===== src/rtl/isa_pkg.sv =====
// Shared RV32I encoding constants: immediate-format selects and major opcodes.
// Used by the instruction assembler and the ID-stage decoder.
package isa_pkg;

  // Immediate format selects; 3'b110 and 3'b111 are illegal.
  localparam logic [2:0] IMM_R = 3'b000;
  localparam logic [2:0] IMM_I = 3'b001;
  localparam logic [2:0] IMM_S = 3'b010;
  localparam logic [2:0] IMM_B = 3'b011;
  localparam logic [2:0] IMM_U = 3'b100;
  localparam logic [2:0] IMM_J = 3'b101;

  // RV32I major opcodes.
  localparam logic [6:0] OP_OP     = 7'b0110011;
  localparam logic [6:0] OP_IMM    = 7'b0010011;
  localparam logic [6:0] OP_LOAD   = 7'b0000011;
  localparam logic [6:0] OP_STORE  = 7'b0100011;
  localparam logic [6:0] OP_BRANCH = 7'b1100011;
  localparam logic [6:0] OP_LUI    = 7'b0110111;
  localparam logic [6:0] OP_AUIPC  = 7'b0010111;
  localparam logic [6:0] OP_JAL    = 7'b1101111;
  localparam logic [6:0] OP_JALR   = 7'b1100111;

  // Field-level description of one instruction, as captured by stage 1.
  typedef struct packed {
    logic [2:0]  imm_sel;
    logic [31:0] imm;
    logic [4:0]  rd;
    logic [4:0]  rs1;
    logic [4:0]  rs2;
    logic [2:0]  funct3;
    logic [6:0]  funct7;
    logic [6:0]  opcode;
  } req_t;

endpackage


===== src/rtl/imm_pack.sv =====
// Combinational RV32I instruction packer: places the immediate and the
// register/function fields into a 32-bit word and flags immediates that the
// selected format cannot represent.
module imm_pack
  import isa_pkg::*;
(
  input  logic [2:0]  imm_sel,
  input  logic [31:0] imm,
  input  logic [4:0]  rd,
  input  logic [4:0]  rs1,
  input  logic [4:0]  rs2,
  input  logic [2:0]  funct3,
  input  logic [6:0]  funct7,
  input  logic [6:0]  opcode,
  output logic [31:0] word,
  output logic        err
);

  // Sign-extension checks: the discarded upper bits must all equal the
  // format's top kept bit, otherwise the value is out of range.
  logic fits_12;
  logic fits_13;
  logic fits_21;

  assign fits_12 = (&imm[31:11]) | ~(|imm[31:11]);
  assign fits_13 = (&imm[31:12]) | ~(|imm[31:12]);
  assign fits_21 = (&imm[31:20]) | ~(|imm[31:20]);

  // Format mux: pack the word and evaluate the range/alignment rule.
  // A legal format with a bad immediate still packs the truncated bits.
  always_comb begin
    word = '0;
    err  = 1'b0;
    case (imm_sel)
      IMM_R: begin
        word = {funct7, rs2, rs1, funct3, rd, opcode};
      end
      IMM_I: begin
        word = {imm[11:0], rs1, funct3, rd, opcode};
        err  = ~fits_12;
      end
      IMM_S: begin
        word = {imm[11:5], rs2, rs1, funct3, imm[4:0], opcode};
        err  = ~fits_12;
      end
      IMM_B: begin
        word = {imm[12], imm[10:5], rs2, rs1, funct3, imm[4:1], imm[11], opcode};
        err  = ~fits_13 | imm[0];
      end
      IMM_U: begin
        word = {imm[31:12], rd, opcode};
        err  = |imm[11:0];
      end
      IMM_J: begin
        word = {imm[20], imm[10:1], imm[11], imm[19:12], rd, opcode};
        err  = ~fits_21 | imm[0];
      end
      default: begin
        word = '0;
        err  = 1'b1;
      end
    endcase
  end

endmodule


===== src/rtl/imm_encode.sv =====
// Two-stage instruction assembler pipeline. Stage 1 captures the request
// fields; the packer evaluates them; stage 2 holds the packed word and the
// error flag for the consumer. err_cnt saturates at 255.
//
// Handshake: a transfer happens on a rising edge where valid && ready are
// both high. A producer keeps valid and its payload steady until that edge;
// ready never depends on the same-side valid. Here in_ready depends only on
// pipeline occupancy and out_ready, and out_instr/out_err hold while
// out_valid && !out_ready.
module imm_encode
  import isa_pkg::*;
(
  input  logic        clk,
  input  logic        rst,
  input  logic        in_valid,
  output logic        in_ready,
  input  logic [2:0]  imm_sel,
  input  logic [31:0] imm,
  input  logic [4:0]  rd,
  input  logic [4:0]  rs1,
  input  logic [4:0]  rs2,
  input  logic [2:0]  funct3,
  input  logic [6:0]  funct7,
  input  logic [6:0]  opcode,
  output logic        out_valid,
  input  logic        out_ready,
  output logic [31:0] out_instr,
  output logic        out_err,
  output logic [7:0]  err_cnt
);

  req_t        s1_q;
  logic        s1_valid;
  logic        s1_advance;
  logic        s1_load;
  logic        s2_valid;
  logic [31:0] s2_instr;
  logic        s2_err;
  logic [31:0] pack_word;
  logic        pack_err;
  logic        out_fire;

  // Stage 1 moves on when stage 2 is empty or being drained this cycle.
  assign s1_advance = s1_valid && (!s2_valid || out_ready);
  assign in_ready   = !rst && (!s1_valid || s1_advance);
  assign s1_load    = in_valid && in_ready;
  assign out_fire   = s2_valid && out_ready;

  imm_pack u_pack (
    .imm_sel (s1_q.imm_sel),
    .imm     (s1_q.imm),
    .rd      (s1_q.rd),
    .rs1     (s1_q.rs1),
    .rs2     (s1_q.rs2),
    .funct3  (s1_q.funct3),
    .funct7  (s1_q.funct7),
    .opcode  (s1_q.opcode),
    .word    (pack_word),
    .err     (pack_err)
  );

  // Stage 1: capture an accepted request, or empty out when it advances.
  always_ff @(posedge clk) begin
    if (rst) begin
      s1_valid <= 1'b0;
      s1_q     <= '0;
    end else if (s1_load) begin
      s1_valid <= 1'b1;
      s1_q     <= '{imm_sel: imm_sel, imm: imm, rd: rd, rs1: rs1, rs2: rs2,
                    funct3: funct3, funct7: funct7, opcode: opcode};
    end else if (s1_advance) begin
      s1_valid <= 1'b0;
    end
  end

  // Stage 2: load the packed word from stage 1, hold while stalled.
  always_ff @(posedge clk) begin
    if (rst) begin
      s2_valid <= 1'b0;
      s2_instr <= '0;
      s2_err   <= 1'b0;
    end else if (s1_advance) begin
      s2_valid <= 1'b1;
      s2_instr <= pack_word;
      s2_err   <= pack_err;
    end else if (out_fire) begin
      s2_valid <= 1'b0;
    end
  end

  // Count delivered error words, saturating at 255.
  always_ff @(posedge clk) begin
    if (rst) begin
      err_cnt <= '0;
    end else if (out_fire && s2_err && (err_cnt != 8'hFF)) begin
      err_cnt <= err_cnt + 8'd1;
    end
  end

  assign out_valid = s2_valid;
  assign out_instr = s2_instr;
  assign out_err   = s2_err;

endmodule


===== config.mk =====
export PLATFORM = sky130hd
export DESIGN_NAME = imm_encode
export DESIGN_NICKNAME = d
export VERILOG_FILES = /design/src/rtl/isa_pkg.sv /design/src/rtl/imm_pack.sv /design/src/rtl/imm_encode.sv
export SDC_FILE = /design/constraint.sdc
export NUM_CORES = 1
export LEC_CHECK = 0
export BUFFER_PORTS_ARGS = -buffer_cell sky130_fd_sc_hd__buf_4
export CAP_MARGIN = 20
export CELL_PAD_IN_SITES_DETAIL_PLACEMENT = 0
export CELL_PAD_IN_SITES_GLOBAL_PLACEMENT = 1
export CORE_MARGIN = 5
export CORE_UTILIZATION = 35
export DETAILED_ROUTE_END_ITERATION = 10
export PLACE_DENSITY = 0.79
export RECOVER_POWER = 50
export REMOVE_ABC_BUFFERS = 1
export SYNTH_ARGS = -nofsm -noshare
export SYNTH_HDL_FRONTEND = slang
export SYNTH_SLANG_ARGS = --single-unit

===== constraint.sdc =====
create_clock -name clk -period 1.4 [get_ports clk]
set_input_delay 0 -clock clk [delete_from_list [all_inputs] [get_ports clk]]
set_output_delay 0 -clock clk [all_outputs]
set_load 0.01 [all_outputs]

==> results.sh <==
export IMPL_grt_pass1_wl_mm=23.08
export IMPL_cp_required_ns=1.64
export IMPL_drt_total_wl_mm=14.76
export IMPL_htree_levels=3
export IMPL_fillers=1227
export IMPL_drtAntennaViolNets=0
export IMPL_slew_violations=0
export IMPL_layout_nets=843
export IMPL_synth_area_leaders="dfxtp_1 47%, nand2_1 11%, nand3b_1 8.9%"
export IMPL_ys_warn_count=0
export IMPL_instances_no_fill=951
export IMPL_p_sw_mw=1.848
export IMPL_antenna_found_initial=0
export IMPL_outcome="finished clean"
export IMPL_wl_per_cell_um=15.52
export IMPL_startpoint_type="register"
export IMPL_drt_iter0_markers=300
export IMPL_rrSetupSlack_ns=0.01
export IMPL_port_buffer_count=113
export IMPL_switching_share_pct=25.45
export IMPL_crit_type="register to register"
export IMPL_chipWidth_um=125.9
export IMPL_hold_viol_final=0
export IMPL_clk_pin_slew_worst_paths_ns=0.07
export IMPL_vdd_drop_max_v=0.0005311
export IMPL_avgSynthCellArea_um2=8.394
export IMPL_yosysSeqAreaShare_pct=46.85
export IMPL_combPwrFrac_pct=17.6
export IMPL_relSlewSlack_pct=76.03
export IMPL_placedInstanceArea_um2=5961
export IMPL_ys_flop_type="dfxtp_1"
export IMPL_routed_via_density=4.882
export IMPL_rsz0062_at_grt="yes"
export IMPL_end_kind="register"
export IMPL_post_synth_top_count_cell="nand2_1"
export IMPL_syn2layout_area_growth_pct=53.26
export IMPL_crit_arrival_ns=1.63
export IMPL_seq_area_um2=2215
export IMPL_track_usage_pct=17.71
export IMPL_worstPathMaxFanout=2
export IMPL_worst_slack_ns=0.01266
export IMPL_timing_fmax_mhz=720.8
export IMPL_boundaryPins=114
export IMPL_ys_seq_elements=110
export IMPL_route_vias_total=4643
export IMPL_hpwl_mm=9.342
export IMPL_diodes=0
export IMPL_synthArstFlopShare_pct=0
export IMPL_pwr_share_clk_pct=34.6
export IMPL_tightestPinTransition_ns=0.3595
export IMPL_cts_root_buffer_cell="clkbuf_16"
export IMPL_synthDistinctLibCells=43
export IMPL_multiInputGateArea_um2=2385
export IMPL_synthTopCellsByCount="136 x nand2_1, 110 x dfxtp_1, 56 x nand3b_1, 53 x nor2_1, 24 x a22oi_1"
export IMPL_row_count=42
export IMPL_drive_gt1_share_pct=24.26
export IMPL_grt_pass1_vias=4659
export IMPL_intPower_mw=5.414
export IMPL_grt_max_degree=61
export IMPL_ff2ff_path_depth=5
export IMPL_clock_sinks=110
export IMPL_hold_path_class="input port to register"
export IMPL_synth_edff_count=0
export IMPL_synth_top_area_share_pct=46.85
export IMPL_drv_cap=0
export IMPL_pre_cts_ws_ns=-0.08286
export IMPL_finalPower_mw=7.262
export IMPL_final_setup_viol_count=0
export IMPL_gp_congestion=0.8334
export IMPL_power_leakage_nw=3.039
export IMPL_seq_power_share_pct=47.8
export IMPL_min_to="out_instr[24]"
export IMPL_min_period_ns=1.387
export IMPL_r2r_start="s1_q[44]"
export IMPL_place_inst=852
export IMPL_synth_area_um2=4701
export IMPL_fin_area_um2=7204
export IMPL_powerDensity_nw_per_um2=1008
export IMPL_clock_latency_ns=0.35
export IMPL_hold_start="rst"
export IMPL_fp_coreArea_um2=13190
export IMPL_clockBufferDepth=2
export IMPL_reg2reg_to="out_err"
export IMPL_yosysTopAreaCell="dfxtp_1"
export IMPL_cts_inserted_buffers=9
export IMPL_drc=0
export IMPL_period_share_pct=99.10
export IMPL_die_area_um2=15850
export IMPL_synthCells=560
export IMPL_die_y_um=125.9
export IMPL_utilization_pct=54.62
export IMPL_overflow=0
export IMPL_cts_tree="yes"
export IMPL_drtPass1Iterations=4
export IMPL_clock_skew_ns=0.006139
export IMPL_initial_core_util_pct=35.64
export IMPL_hold_depth=3
-- cells by family after synthesis --
family                   Yosys count  share of synthesized area, %
AND/OR/NAND/NOR                  294                         30.40
flip-flops                       110                         46.85
AO/OA/AOI/OAI                     81                         12.94
buffers and inverters             54                         5.483
multiplexers                      12                         2.582
XOR/XNOR                           8                         1.491
adder cells (fa/ha/maj)            1                        0.2661
-- critical path: stages, from the launching register on --
cell and delay (ns):
dfxtp_2 0.32, or4_4 0.53, nor3_2 0.16, a22oi_1 0.10
nand4_1 0.08, o211ai_1 0.08
-- sequential cells by signal, summed over array words and instances (netlist names) --
| register | flops |
|---|---|
| err_cnt | 8 |
| out_err | 1 |
| out_instr | 32 |
| out_valid | 1 |
| s1_q | 67 |
| s1_valid | 1 |
-- worst max path at each step --
| stage | from | to | slack (ns) |
|---|---|---|---|
| after global placement | s1_q[64] | out_instr[20] | -0.04 |
| final | s1_q[44] | out_err | 0.01 |
| after global routing | s1_q[44] | out_err | -0.1 |
| after CTS | s1_q[48] | out_err | 0.002 |
| after detailed placement | s1_q[64] | out_instr[20] | -0.08 |
| after floorplan | out_valid | s1_q[14] | -1.04 |
-- through the flow --
step | hold WS (ns) | TNS (ns)
global route | 0.1315 | -1.777
global placement | 0.1855 | -0.05836
CTS | 0.08577 | 0
finish | 0.1339 | 0
detailed placement | 0.1861 | -0.7829
floorplan | 0.03172 | -74.56
-- layout make-up --
cell class / count / share of cell area, %
clock buffers: 15 / 3.994
multi-input cells: 396 / 33.10
repair buffers: 242 / 28.48
well taps: 176 / 3.057
inverters: 12 / 0.6252
flip-flops and latches: 110 / 30.74
-- what timing repair did --
| item | CTS | global route |
|---|---|---|
| setup endpoints to repair | 37 | 68 |
| hold endpoints to repair | 68 | 0 |
| hold buffers | 68 | 0 |
| setup buffers | 1 | 6 |
| pin swaps | 5 | 8 |
| gates cloned | 1 | 8 |
| gates resized for setup | 14 | 36 |
-- placed cells by master, fill, tap and decap left out, drive strengths merged, types with 2 or more instances in the layout --
master,n
a211oi,2
a21oi,6
a22oi,24
a311oi,4
and2,2
and3,3
buf,127
clkbuf,62
dfxtp,110
dlygate4sd3,68
inv,12
mux2i,11
nand2,136
nand3,7
nand3b,56
nand4,8
nor2,53
nor2b,6
nor3,11
nor4,6
o21ai,11
o221ai,9
o2bb2ai,10
o31ai,11
or4,2
xnor2,5
xor2,3
-- power by group through the flow --
stage | registers, mW | logic [mW] | clock network, mW
finish | 3.47 | 1.28 | 2.51
global route | 3.50 | 1.40 | 2.72
floorplan | 3.55 | 0.434 | 0
detailed placement | 3.53 | 1.02 | 0
CTS | 3.47 | 1.21 | 2.57
global placement | 3.53 | 1.01 | 0
-- routing by layer --
metal | routed length, µm | GRT usage [%] | vias up
met5 | 0 | 0 | -
met4 | 146 | 3.785 | 0
met3 | 760 | 4.869 | 13
met2 | 6882 | 28.92 | 112
met1 | 6971 | 23.57 | 2156
li1 | - | - | 2362
(Power assumes the default switching activity.)
